[src/rtl/mem_port_pkg.sv]
// Shared definitions for the memory command channel port: unit IDs, opcodes,
// command-byte field positions and FSM state encoding.
package mem_port_pkg;

  localparam logic [1:0] UNIT_MEM = 2'd0;
  localparam logic [1:0] UNIT_SHA = 2'd1;
  localparam logic [1:0] UNIT_AES = 2'd2;

  localparam logic [1:0] OP_RD_KEY  = 2'd0;
  localparam logic [1:0] OP_RD_TEXT = 2'd1;
  localparam logic [1:0] OP_WR_RES  = 2'd2;
  localparam logic [1:0] OP_OTHER   = 2'd3;

  localparam int CMD_ENC_BIT  = 7;
  localparam int CMD_DEST_LSB = 4;
  localparam int CMD_SRC_LSB  = 2;
  localparam int CMD_OP_LSB   = 0;

  typedef enum logic [1:0] {
    ST_IDLE = 2'd0,
    ST_ADDR = 2'd1,
    ST_XFER = 2'd2,
    ST_ACK  = 2'd3
  } state_t;

  // Takes only the low six command bits; reads are addressed by source ID,
  // result writes by destination ID.
  function automatic logic cmd_match(input logic [5:0] cmd, input logic [1:0] mod_id);
    logic [1:0] op;
    logic [1:0] src;
    logic [1:0] dest;
    op   = cmd[CMD_OP_LSB +: 2];
    src  = cmd[CMD_SRC_LSB +: 2];
    dest = cmd[CMD_DEST_LSB +: 2];
    return (((op == OP_RD_KEY) || (op == OP_RD_TEXT)) && (src == mod_id)) ||
           ((op == OP_WR_RES) && (dest == mod_id));
  endfunction

endpackage

[src/rtl/mem_port_fifo.sv]
// Small synchronous FIFO; a word written in one cycle is readable the next.
// Supports push and pop in the same cycle even when full.
module mem_port_fifo #(
  parameter int DATA_W = 8,
  parameter int DEPTH  = 4
) (
  input  logic              clk,
  input  logic              rst,
  input  logic              flush,
  input  logic              push,
  input  logic [DATA_W-1:0] din,
  input  logic              pop,
  output logic [DATA_W-1:0] dout,
  output logic              full,
  output logic              empty
);
  localparam int PTR_W = $clog2(DEPTH);

  logic [DATA_W-1:0] mem_reg [DEPTH];
  logic [PTR_W-1:0]  wr_ptr_reg;
  logic [PTR_W-1:0]  rd_ptr_reg;
  logic [PTR_W:0]    count_reg;
  logic              do_push;
  logic              do_pop;

  assign empty   = (count_reg == '0);
  assign full    = (count_reg == (PTR_W+1)'(DEPTH));
  assign do_pop  = pop && !empty;
  assign do_push = push && (!full || do_pop);
  assign dout    = mem_reg[rd_ptr_reg];

  always_ff @(posedge clk) begin
    if (do_push) mem_reg[wr_ptr_reg] <= din;
  end

  // Pointers wrap naturally because DEPTH is a power of two.
  always_ff @(posedge clk) begin
    if (rst || flush) begin
      wr_ptr_reg <= '0;
      rd_ptr_reg <= '0;
      count_reg  <= '0;
    end else begin
      if (do_push) wr_ptr_reg <= wr_ptr_reg + 1'b1;
      if (do_pop)  rd_ptr_reg <= rd_ptr_reg + 1'b1;
      case ({do_push, do_pop})
        2'b10:   count_reg <= count_reg + 1'b1;
        2'b01:   count_reg <= count_reg - 1'b1;
        default: count_reg <= count_reg;
      endcase
    end
  end

endmodule

[src/rtl/mem_cmd_channel_port.sv]
// Command channel port: decodes a command byte plus address beats, then moves
// data between the bus and the transaction FSM through one shared FIFO.
module mem_cmd_channel_port
  import mem_port_pkg::*;
#(
  parameter int         DATA_W      = 8,
  parameter int         ADDR_BYTES  = 3,
  parameter logic [1:0] MOD_ID      = 2'b00,
  parameter int         FIFO_DEPTH  = 4,
  parameter int         TIMEOUT_CYC = 255
) (
  input  logic                    clk,
  input  logic                    rst,
  input  logic                    in_bus_valid,
  input  logic [DATA_W-1:0]       in_bus_data,
  output logic                    out_bus_ready,
  output logic                    out_bus_valid,
  output logic [DATA_W-1:0]       out_bus_data,
  input  logic                    in_bus_ready,
  input  logic                    in_ack_bus_owned,
  output logic                    out_ack_bus_request,
  output logic [1:0]              out_ack_bus_id,
  output logic                    out_fsm_valid,
  output logic [DATA_W-1:0]       out_fsm_data,
  input  logic                    in_fsm_ready,
  input  logic                    in_fsm_valid,
  input  logic [DATA_W-1:0]       in_fsm_data,
  output logic                    out_fsm_ready,
  input  logic                    in_fsm_done,
  output logic                    out_fsm_start,
  output logic [1:0]              out_fsm_opcode,
  output logic                    out_fsm_enc_type,
  output logic [8*ADDR_BYTES-1:0] out_address,
  output logic                    out_error
);
  localparam int               STALL_W    = $clog2(TIMEOUT_CYC + 1);
  localparam logic [STALL_W-1:0] STALL_LAST = STALL_W'(TIMEOUT_CYC - 1);
  localparam logic [1:0]       LAST_BEAT  = 2'(ADDR_BYTES - 1);

  state_t                 state_reg, state_next;
  logic [1:0]             opcode_reg;
  logic                   enc_reg;
  logic [1:0]             addr_cnt_reg;
  logic [8*ADDR_BYTES-1:0] addr_reg;
  logic                   done_reg;
  logic [STALL_W-1:0]     stall_cnt_reg;
  logic                   start_reg;
  logic                   error_reg;

  logic                   fifo_push, fifo_pop, fifo_flush, fifo_full, fifo_empty;
  logic [DATA_W-1:0]      fifo_din, fifo_dout;
  logic                   rd_dir;
  logic                   cmd_hit;
  logic                   addr_we;

  assign rd_dir  = (opcode_reg == OP_RD_KEY) || (opcode_reg == OP_RD_TEXT);
  assign cmd_hit = cmd_match(in_bus_data[5:0], MOD_ID);
  assign addr_we = (state_reg == ST_ADDR) && in_bus_valid;

  if (DATA_W > 8) begin : g_hi_bits
    logic unused_hi;
    assign unused_hi = ^in_bus_data[DATA_W-1:8];
  end

  mem_port_fifo #(.DATA_W(DATA_W), .DEPTH(FIFO_DEPTH)) u_fifo (
    .clk   (clk),
    .rst   (rst),
    .flush (fifo_flush),
    .push  (fifo_push),
    .din   (fifo_din),
    .pop   (fifo_pop),
    .dout  (fifo_dout),
    .full  (fifo_full),
    .empty (fifo_empty)
  );

  always_ff @(posedge clk) begin
    if (rst) state_reg <= ST_IDLE;
    else     state_reg <= state_next;
  end

  always_comb begin
    state_next          = state_reg;
    out_bus_ready       = 1'b0;
    out_bus_valid       = 1'b0;
    out_bus_data        = '0;
    out_fsm_valid       = 1'b0;
    out_fsm_data        = '0;
    out_fsm_ready       = 1'b0;
    out_ack_bus_request = 1'b0;
    out_ack_bus_id      = 2'b00;
    fifo_push           = 1'b0;
    fifo_pop            = 1'b0;
    fifo_flush          = 1'b0;
    fifo_din            = '0;
    case (state_reg)
      ST_IDLE: begin
        out_bus_ready = 1'b1;
        if (in_bus_valid && cmd_hit) state_next = ST_ADDR;
      end
      ST_ADDR: begin
        out_bus_ready = 1'b1;
        if (in_bus_valid && (addr_cnt_reg == LAST_BEAT)) state_next = ST_XFER;
      end
      ST_XFER: begin
        if (rd_dir) begin
          out_fsm_ready = !fifo_full;
          fifo_push     = in_fsm_valid && !fifo_full;
          fifo_din      = in_fsm_data;
          out_bus_valid = !fifo_empty;
          out_bus_data  = fifo_dout;
          fifo_pop      = in_bus_ready && !fifo_empty;
        end else begin
          // Once done is seen, no further bus words are taken in.
          out_bus_ready = !fifo_full && !done_reg;
          fifo_push     = in_bus_valid && !fifo_full && !done_reg;
          fifo_din      = in_bus_data;
          out_fsm_valid = !fifo_empty;
          out_fsm_data  = fifo_dout;
          fifo_pop      = in_fsm_ready && !fifo_empty;
        end
        if (done_reg && fifo_empty) begin
          state_next = ST_ACK;
        end else if (!fifo_push && !fifo_pop && (stall_cnt_reg == STALL_LAST)) begin
          fifo_flush = 1'b1;
          state_next = ST_IDLE;
        end
      end
      ST_ACK: begin
        out_ack_bus_request = 1'b1;
        out_ack_bus_id      = MOD_ID;
        if (in_ack_bus_owned) state_next = ST_IDLE;
      end
      default: state_next = ST_IDLE;
    endcase
  end

  // Descriptor fields change only when a command addressed to this port decodes.
  always_ff @(posedge clk) begin
    if (rst) begin
      opcode_reg <= '0;
      enc_reg    <= 1'b0;
    end else if ((state_reg == ST_IDLE) && in_bus_valid && cmd_hit) begin
      opcode_reg <= in_bus_data[CMD_OP_LSB +: 2];
      enc_reg    <= in_bus_data[CMD_ENC_BIT];
    end
  end

  always_ff @(posedge clk) begin
    if (rst || (state_reg == ST_IDLE)) addr_cnt_reg <= '0;
    else if (addr_we)                  addr_cnt_reg <= addr_cnt_reg + 1'b1;
  end

  for (genvar gi = 0; gi < ADDR_BYTES; gi++) begin : g_addr
    always_ff @(posedge clk) begin
      if (rst)                                      addr_reg[8*gi +: 8] <= '0;
      else if (addr_we && (addr_cnt_reg == 2'(gi))) addr_reg[8*gi +: 8] <= in_bus_data[7:0];
    end
  end

  always_ff @(posedge clk) begin
    if (rst) begin
      start_reg     <= 1'b0;
      error_reg     <= 1'b0;
      done_reg      <= 1'b0;
      stall_cnt_reg <= '0;
    end else begin
      start_reg <= addr_we && (addr_cnt_reg == LAST_BEAT);
      error_reg <= fifo_flush;
      if ((state_reg != ST_XFER) || (state_next != ST_XFER)) done_reg <= 1'b0;
      else if (in_fsm_done)                                  done_reg <= 1'b1;
      if ((state_reg != ST_XFER) || fifo_push || fifo_pop) stall_cnt_reg <= '0;
      else                                                 stall_cnt_reg <= stall_cnt_reg + 1'b1;
    end
  end

  assign out_fsm_start    = start_reg;
  assign out_error        = error_reg;
  assign out_fsm_opcode   = opcode_reg;
  assign out_fsm_enc_type = enc_reg;
  assign out_address      = addr_reg;

endmodule

[config.mk]
export PLATFORM = sky130hd
export DESIGN_NAME = mem_cmd_channel_port
export DESIGN_NICKNAME = d
export VERILOG_FILES = /design/src/rtl/mem_port_pkg.sv /design/src/rtl/mem_port_fifo.sv /design/src/rtl/mem_cmd_channel_port.sv
export SDC_FILE = /design/constraint.sdc
export NUM_CORES = 1
export LEC_CHECK = 0
export CORE_UTILIZATION = 37
export DETAILED_ROUTE_END_ITERATION = 6
export PLACE_DENSITY_LB_ADDON = 0.12
export SLEW_MARGIN = 20
export SYNTH_ARGS = -nofsm -noshare
export SYNTH_HDL_FRONTEND = slang
export SYNTH_SLANG_ARGS = --single-unit
[constraint.sdc]
create_clock -name clk -period 2.8 [get_ports clk]
set_input_delay 0.56 -clock clk [delete_from_list [all_inputs] [get_ports clk]]
set_output_delay 0.56 -clock clk [all_outputs]
set_load 0.02 [all_outputs]
Yosys cells after proc, flatten, opt, wreduce, memory -nomap -nowiden

Memories as Yosys holds them, arrays and structs flattened. A register that Yosys moved wholly into a read port is not among the register bits.
Cells that the tools add are included.

Bits in registers: 49
RAM bits: 32
Bits of input ports: 24
Output and inout port bits: 52
Word-level logic and storage cells: 116
Memories kept: 1

Memories:

| name           | depth | bits a word | rd ports | clocked after Yosys merged registers in | write ports | RTL line            | RTL |
|---|---|---|---|---|---|---|---|
| u_fifo.mem_reg | 4     | 8           | 1        | 1                                       | 1           | mem_port_fifo.sv:19 | `logic [DATA_W-1:0] mem_reg [DEPTH];` |

Add/sub/neg operators: 6
Eq/ne operators: 14
Multiplexer cells: 35
Reduce and logical (&&, ||, !) cells: 46

Operators with widths:

| kind                                                                   | count |
|---|---|
| 8-bit two-way mux                                                      | 6 |
| 1-bit logical AND                                                      | 21 |
| 1-bit two-way mux                                                      | 19 |
| 2-bit two-way mux                                                      | 7 |
| 2-bit logical NOT                                                      | 6 |
| 2-bit by 1-bit equality test with 1-bit output (second input constant) | 5 |
| 2-bit equality test (second input constant)                            | 5 |
| 1-bit logical OR                                                       | 9 |
| 8-bit by 1-bit adder with 8-bit output (second input constant)         | 1 |
| 8-bit equality test (second input constant)                            | 1 |
| 2-bit case mux with 4 select lines                                     | 1 |
| 2-bit by 1-bit adder with 2-bit output (second input constant)         | 3 |
| 3-bit case mux with 2 select lines                                     | 1 |
| 2-bit OR reduction                                                     | 3 |
| 1-bit logical NOT                                                      | 5 |
| 2-bit != test (second input constant)                                  | 2 |
| 3-bit by 1-bit adder with 3-bit output (second input constant)         | 1 |
| 3-bit equality test (second input constant)                            | 1 |
| 3-bit logical NOT                                                      | 1 |
| 3-bit by 1-bit subtractor with 3-bit output (second input constant)    | 1 |
| 1-bit case mux with 2 select lines                                     | 1 |
| 2-bit nonzero test                                                     | 1 |

Longest topological paths before layout

Gate-level depths: netlist of run 1.

Depth after elaboration: 15
Gate-level depth with buffers: 12
Mapped depth without buffers: 10

Hierarchy

Synthesis of run 1 repeated with hierarchy kept, for this count alone.

Cells, all modules: 355
Area total of the unflattened synthesis: 3719.8 µm²

By module, submodules not included:

| module               | instances | cells each | area each (µm²) | seq. area each (µm²) |
|---|---|---|---|---|
| mem_cmd_channel_port | 1         | 255        | 1998.2          | 840.8 |
| mem_port_fifo        | 1         | 100        | 1721.7          | 1141.1 |

Worst setup path after synthesis of run 1

OpenSTA, ideal clock, no wires.

Path kind: register -> output
Start point: register opcode_reg[1] (netlist: out_fsm_opcode[1])
End point: output port out_fsm_data[7]
Arrival: 1.631 ns
Data required time: 2.240 ns
Slack: 0.609 ns
Stages on the path, launching flop included: 6
Path buffers: 2
Cells stage by stage: dfxtp_1 -> buf_6 -> inv_1 -> nor3_1 -> clkbuf_1 -> and2_1

Cells in the longest elaborated chain, start to end: 4
Elaborated cells between the ends (all ways): 5
Classes of those cells: eq/ne: 1; mux: 2; reduce/logical: 2

RTL lines:

| what                                                                                | RTL line                    | RTL |
|---|---|---|
| start: declaration                                                                  | mem_cmd_channel_port.sv:41  | `logic [1:0] opcode_reg;` |
| start signal: assignment                                                            | mem_cmd_channel_port.sv:144 | `opcode_reg <= in_bus_data[CMD_OP_LSB +: 2];` |
| 2-bit by 1-bit equality test with 1-bit output or 2-bit logical NOT (tied branches) | mem_cmd_channel_port.sv:56  | `assign rd_dir = (opcode_reg == OP_RD_KEY) \|\| (opcode_reg == OP_RD_TEXT);` |
| 1-bit logical OR *                                                                  | mem_cmd_channel_port.sv:56  |  |
| 8-bit two-way mux *                                                                 | mem_cmd_channel_port.sv:106 | `if (rd_dir) begin` |
| 8-bit two-way mux *                                                                 | mem_cmd_channel_port.sv:96  | `case (state_reg)` |
| end: declaration                                                                    | mem_cmd_channel_port.sv:24  | `output logic [DATA_W-1:0] out_fsm_data,` |

Every way passes the cells marked *; elsewhere a longest branch is shown, timed or not.

==> results of run 1 <==
## worst max-delay path, stage by stage, from the launching register on
cell	delay (ps)
dfxtp_1	320
buf_4	200
mux4_2	530
and2_1	170
clkdlybuf4s50_1	530
## power by group through the flow
stage               clock (mW)  combinational, mW  sequential [mW]
global placement             0              0.101             1.28
detailed placement           0              0.101             1.28
CTS                      0.988              0.101             1.25
global route              1.05              0.108             1.25
finish                   0.963             0.0999             1.25
floorplan                    0             0.0350             1.28
## cells by family after synthesis
family | count (synthesis) | synth area share (%)
flip-flops | 83 | 55.2
AND/OR/NAND/NOR | 137 | 18.8
buffers and inverters | 32 | 3.91
multiplexers | 13 | 6.42
adder cells (fa/ha/maj) | 11 | 4.05
other | 1 | 0.105
XOR/XNOR | 12 | 2.93
AO/OA/AOI/OAI | 46 | 8.55
## area by class of cell
cell class	count	area [µm²]
fill	860	4560
sequential	83	1980
multi-input combinational	221	1470
timing repair buffer	89	871
tap	129	161
clock buffer	9	124
clock inverter	7	100
inverter	14	52.6
## cell usage in the layout, fill, tap and decap left out, types with 2 or more instances in the layout
master / n
inv_1: 14
clkdlybuf4s50_1: 65
xnor2_1: 5
ha_1: 10
nor3_1: 6
mux4_2: 8
and2_1: 24
nor3_2: 2
dlymetal6s2s_1: 8
xor2_1: 7
nand3b_1: 2
nor2_1: 26
a21oi_1: 28
conb_1: 2
nand2_1: 56
nor4_1: 3
edfxtp_1: 32
bufinv_16: 2
a22o_1: 8
dfxtp_1: 50
mux2i_1: 5
nand3_1: 4
buf_4: 16
clkbuf_8: 9
o21ai_0: 3
## stage by stage
stage / hold slack [ps] / setup WS (ps)
after floorplan: 449 / 609
after global placement: 442 / 197
after detailed placement: 449 / 142
after CTS: 461 / 6.27
after global routing: 480 / 1.98
final: 457 / 130
## worst max path at each step
stage	startpoint	endpoint	slack (ps)	cells past startpoint
final	flop	out_fsm_data[7]	130	4
after global routing	state_reg[0]	out_bus_data[4]	2	5
after CTS	state_reg[1]	out_fsm_data[4]	6	5
after detailed placement	in_fsm_ready	u_fifo.count_reg[2]	140	10
after global placement	in_fsm_ready	u_fifo.count_reg[2]	200	10
after floorplan	out_fsm_opcode[1]	out_fsm_data[7]	610	5
## Yosys cell counts, drive strengths merged (5+ instances only)
cell type / n
edfxtp: 32
mux2i: 5
inv: 14
and2: 24
nor3: 8
xor2: 7
a22o: 8
xnor2: 5
mux4: 8
ha: 10
a21oi: 28
clkbuf: 8
nand2: 56
nor2: 27
dfxtp: 51
buf: 10
## repair_timing
item | CTS | global route
resized for setup | 0 | 10
hold endpoints to repair | 0 | 0
endpoints found under the setup margin | 0 | 16
buffers inserted | 0 | 0
## routing by layer
| layer | wire length [µm] | GRT usage, % | part of all wire (%) |
|---|---|---|---|
| met4 | 107 | 7.13 | 1.4 |
| met5 | 0 | 0 | 0 |
| met1 | 3510 | 21.3 | 44 |
| met2 | 3920 | 28.2 | 50 |
| met3 | 356 | 4.99 | 4.5 |
==> impl_metrics.ini, run 1 <==
[global_routing]
grt_pass1_vias = 2616
grt_pass1_wl_um = 13000
antenna_found_initial = 0
grt_usage_pct = 17.2
grt_max_degree = 34
gr-total-overflow = 0

[synthesis]
syn_area_um2 = 3590
synth_area_leader_cell = dfxtp_1
ys_warn_count = 0
synthFlopType = dfxtp_1
synth_cells = 335
netlist_top_cells_area = dfxtp_1 28%, edfxtp_1 27%, nand2_1 5.9%
synth_edf_count = 32
ys_ff_latch = 83
async_reset_ff_share_pct = 0
synth_cell_types = 46
avgSynthCellArea_um2 = 10.7
seq_area_frac_synth_pct = 55.2
yosys.area.top_type_share_pct = 28.5

[sta]
tightest_slew_ps = 649
setup_tns_ps = 0
finalCriticalPeriod_ps = 2670
maxSlewHeadroom_pct = 55.6
drv_slew = 0
max_freq_mhz = 375
worst_clock_skew_ps = 10.0
hold_violations = 0
rsz0062_at_grt = no
post-route-period-util_pct = 95.4
setup_violations = 0

[cells_and_area]
nets = 453
layout-drive-gt1-share_pct = 11.6
final_util_pct = 51.1
area_delta_synth_final_pct = 32.8
antenna_cells = 0
design_area_um2 = 4760
largest_reg_flops = 32
stdcell_count = 552

[clock_tree]
clock_latency_ps = 360
cts.root.buffer_cell = clkbuf_8
hold_buffers = 0
numCtsBuffers = 9
cts_max_level = 3
clk_path_buf_depth = 2
clk_pin_slew_ps = 90
cts_num_sinks = 83
cts_tree = yes

[place]
gp_congestion = 0.735
dpl.cell_count = 536
hpwl_um = 5730
io_buffers = 73
placed_cell_area_um2 = 4520

[hold_path]
whs_path_depth = 2
min_path_type = flop to flop
min_to = out_address[14]
min_from = out_address[14]

[pwr]
pwr-share-comb_pct = 4.3
p_sw_uw = 507
power.internal_mw = 1.81
pwr-share-seq_pct = 54.1
irDropWorstVdd_v = 0.000205
p_leak_nw = 1.70
power.share.switching_pct = 21.9
p_per_area_nw_per_um2 = 486
finalPower_mw = 2.31
p_clk_share_pct = 41.6

[worst_setup_path]
worstSetupPathType = flop to output port
crit_path_max_fanout = 8
startpoint_type = flop
rr_startpoint = state_reg[0]
arrival_ps = 2110
r2r_end = u_fifo.count_reg[2]
reg2reg_setup_slack_ps = 580
endpoint_kind = output port
reg2reg_depth = 9
crit_required_ps = 2240

[routing]
firstDrtPassIters = 4
vias_per_cell = 4.73
drc = 0
vias = 2610
first_iter_violations = 76
routedWlPerCell_um = 14.3
wirelength_um = 7890
antenna_left = 0

[die]
rows = 35
die_area_um2 = 10100
coreArea_um2 = 9330
die_h_um = 100
io_pins = 76
fp.dieW_um = 100
start_util_pct = 38.5

[run]
cap_viol_max_count = 0

[run_status]
outcome = finished, final reports clean
Power figures use the tool's default switching activity.
==> run 2, diff against run 1 <==
RECOVER_POWER = 50   (was unset)
==> run 2 against run 1 <==
Net effect: critical endpoint unchanged; non-clock buffer count is the same; cell area shrank 0.53%; clock power is essentially flat; routed wire length grew 0.13%; critical path type unchanged; sequential cell count is the same; clock skew grew 1.7 ps; largest cell class unchanged; via count grew 0.54%; maximum frequency shrank 0.18%; worst setup slack lost 4.8 ps.
==> impl_metrics.ini, run 2 (same netlist as run 1, synthesis figures left out) <==
[cells_and_area]
final_cell_mix = 56 x nand2_1, 50 x dfxtp_1, 48 x clkdlybuf4s50_1
layout-drive-gt1-share_pct = 10.9
nFillCells = 864
design_area_um2 = 4740
final_common_cell = nand2_1
area_delta_synth_final_pct = 32.1
antenna_cells = 0
largest_reg_flops = 32
nets = 453

[routing]
wirelength_um = 7900
routedWlPerCell_um = 14.3
vias = 2624
drc = 0
first_iter_violations = 74
vias_per_cell = 4.75
firstDrtPassIters = 4
antenna_left = 0

[clock_tree]
clk_path_buf_depth = 2
cts_max_level = 3
cts_tree = yes
numCtsBuffers = 9
hold_buffers = 0
cts_num_sinks = 83
cts.root.buffer_cell = clkbuf_8
clock_latency_ps = 360
clk_pin_slew_ps = 90

[pwr]
finalPower_mw = 2.31
irDropWorstVdd_v = 0.000205
p_leak_nw = 1.75
p_per_area_nw_per_um2 = 488

[place]
io_buffers = 73
placed_cell_area_um2 = 4520
hpwl_um = 5730
gp_congestion = 0.735

[worst_setup_path]
crit_path_max_fanout = 8
startpoint_type = flop
endpoint_kind = output port
crit_required_ps = 2240
arrival_ps = 2110
worstSetupPathType = flop to output port

[sta]
maxSlewHeadroom_pct = 32.6
setup_violations = 0
tightest_slew_ps = 1000
rsz0062_at_grt = no
hold_violations = 0
setup_tns_ps = 0
hold_slack_ps = 454
worst_clock_skew_ps = 11.7
drv_slew = 0
post-route-period-util_pct = 95.5
finalCriticalPeriod_ps = 2670
max_freq_mhz = 374

[die]
io_pins = 76
coreArea_um2 = 9330
rows = 35
die_h_um = 100
start_util_pct = 38.5
fp.dieW_um = 100
die_area_um2 = 10100

[global_routing]
grt_max_degree = 34
grt_usage_pct = 17.2
antenna_found_initial = 0
grt_pass1_vias = 2616
gr-total-overflow = 0
grt_pass1_wl_um = 13000

[run]
cap_viol_max_count = 0

[run_status]
outcome = finished, final reports clean

[hold_path]
min_path_type = flop to flop
run 2: cell count changes in the layout (fill, tap and decap cells not counted), moves of 2 or more:
cell / before / now
clkdlybuf4s50_1: 65 / 48
and2_0: 0 / 2
and2_1: 24 / 22
dlygate4sd3_1: 0 / 17
run 2: stage by stage:
| stage | util (%) | cells | worst slack, ps |
|---|---|---|---|
| after global placement | 48.4 | 536 | 197 |
| after floorplan | - | 336 | 609 |
| after global routing | 50.8 | 552 | 2.86 |
| after CTS | 50.8 | 552 | 6.27 |
| after detailed placement | 48.4 | 536 | 142 |
| final | 50.8 | 552 | 125 |
run 2: cell type report:
type / instances / area [µm²] / area share, %
Clock buffer: 9 / 124 / 2.61
Tap cell: 129 / 161 / 3.41
Sequential cell: 83 / 1980 / 41.9
Multi-Input combinational cell: 221 / 1450 / 30.6
Clock inverter: 7 / 100 / 2.11
Inverter: 14 / 52.6 / 1.11
Timing Repair Buffer: 89 / 867 / 18.3
run 2: layer usage:
metal / up-vias / track usage (%) / share of wire (%)
li1: 1321 / - / -
met1: 1241 / 21.3 / 45
met2: 54 / 28.2 / 49
met3: 8 / 4.99 / 4.3
met4: 0 / 7.13 / 1.3
met5: - / 0 / 0
run 2: final timing paths:
check	startpoint	to	slack (ps)	cells after the start
min	out_address[14]	out_address[14]	450	2
max	flop	out_fsm_data[7]	130	4
min reg2reg	out_address[14]	out_address[14]	450	2
max reg2reg	state_reg[0]	u_fifo.count_reg[2]	570	9
run 2: report_power, final:
part | total, mW | internal, mW | switching, mW | leakage, nW
sequential | 1.25 | 1.25 | 0.00398 | 0.670
combinational | 0.0973 | 0.0479 | 0.0494 | 0.971
clock | 0.966 | 0.510 | 0.456 | 0.109
total | 2.31 | 1.81 | 0.509 | 1.75
run 2: timing repair:
action / in CTS / in global routing
setup endpoints to repair: 0 / 16
resized for setup: 0 / 10
hold endpoints to repair: 0 / 0
setup buffers: 0 / 0
run 2: worst max-delay path, cell delays in order, from the launching register on:
cell and delay [ps]:
dfxtp_1 320, buf_4 200, mux4_2 540, and2_1 170
clkdlybuf4s50_1 530
==> run 3, diff against run 2 <==
ABC_CLOCK_PERIOD_IN_PS = 2800   (was unset)
SLEW_MARGIN = unset   (was 20)
==> results of run 3 <==
The final DEF is identical to that of run 2; final timing and power are the same.
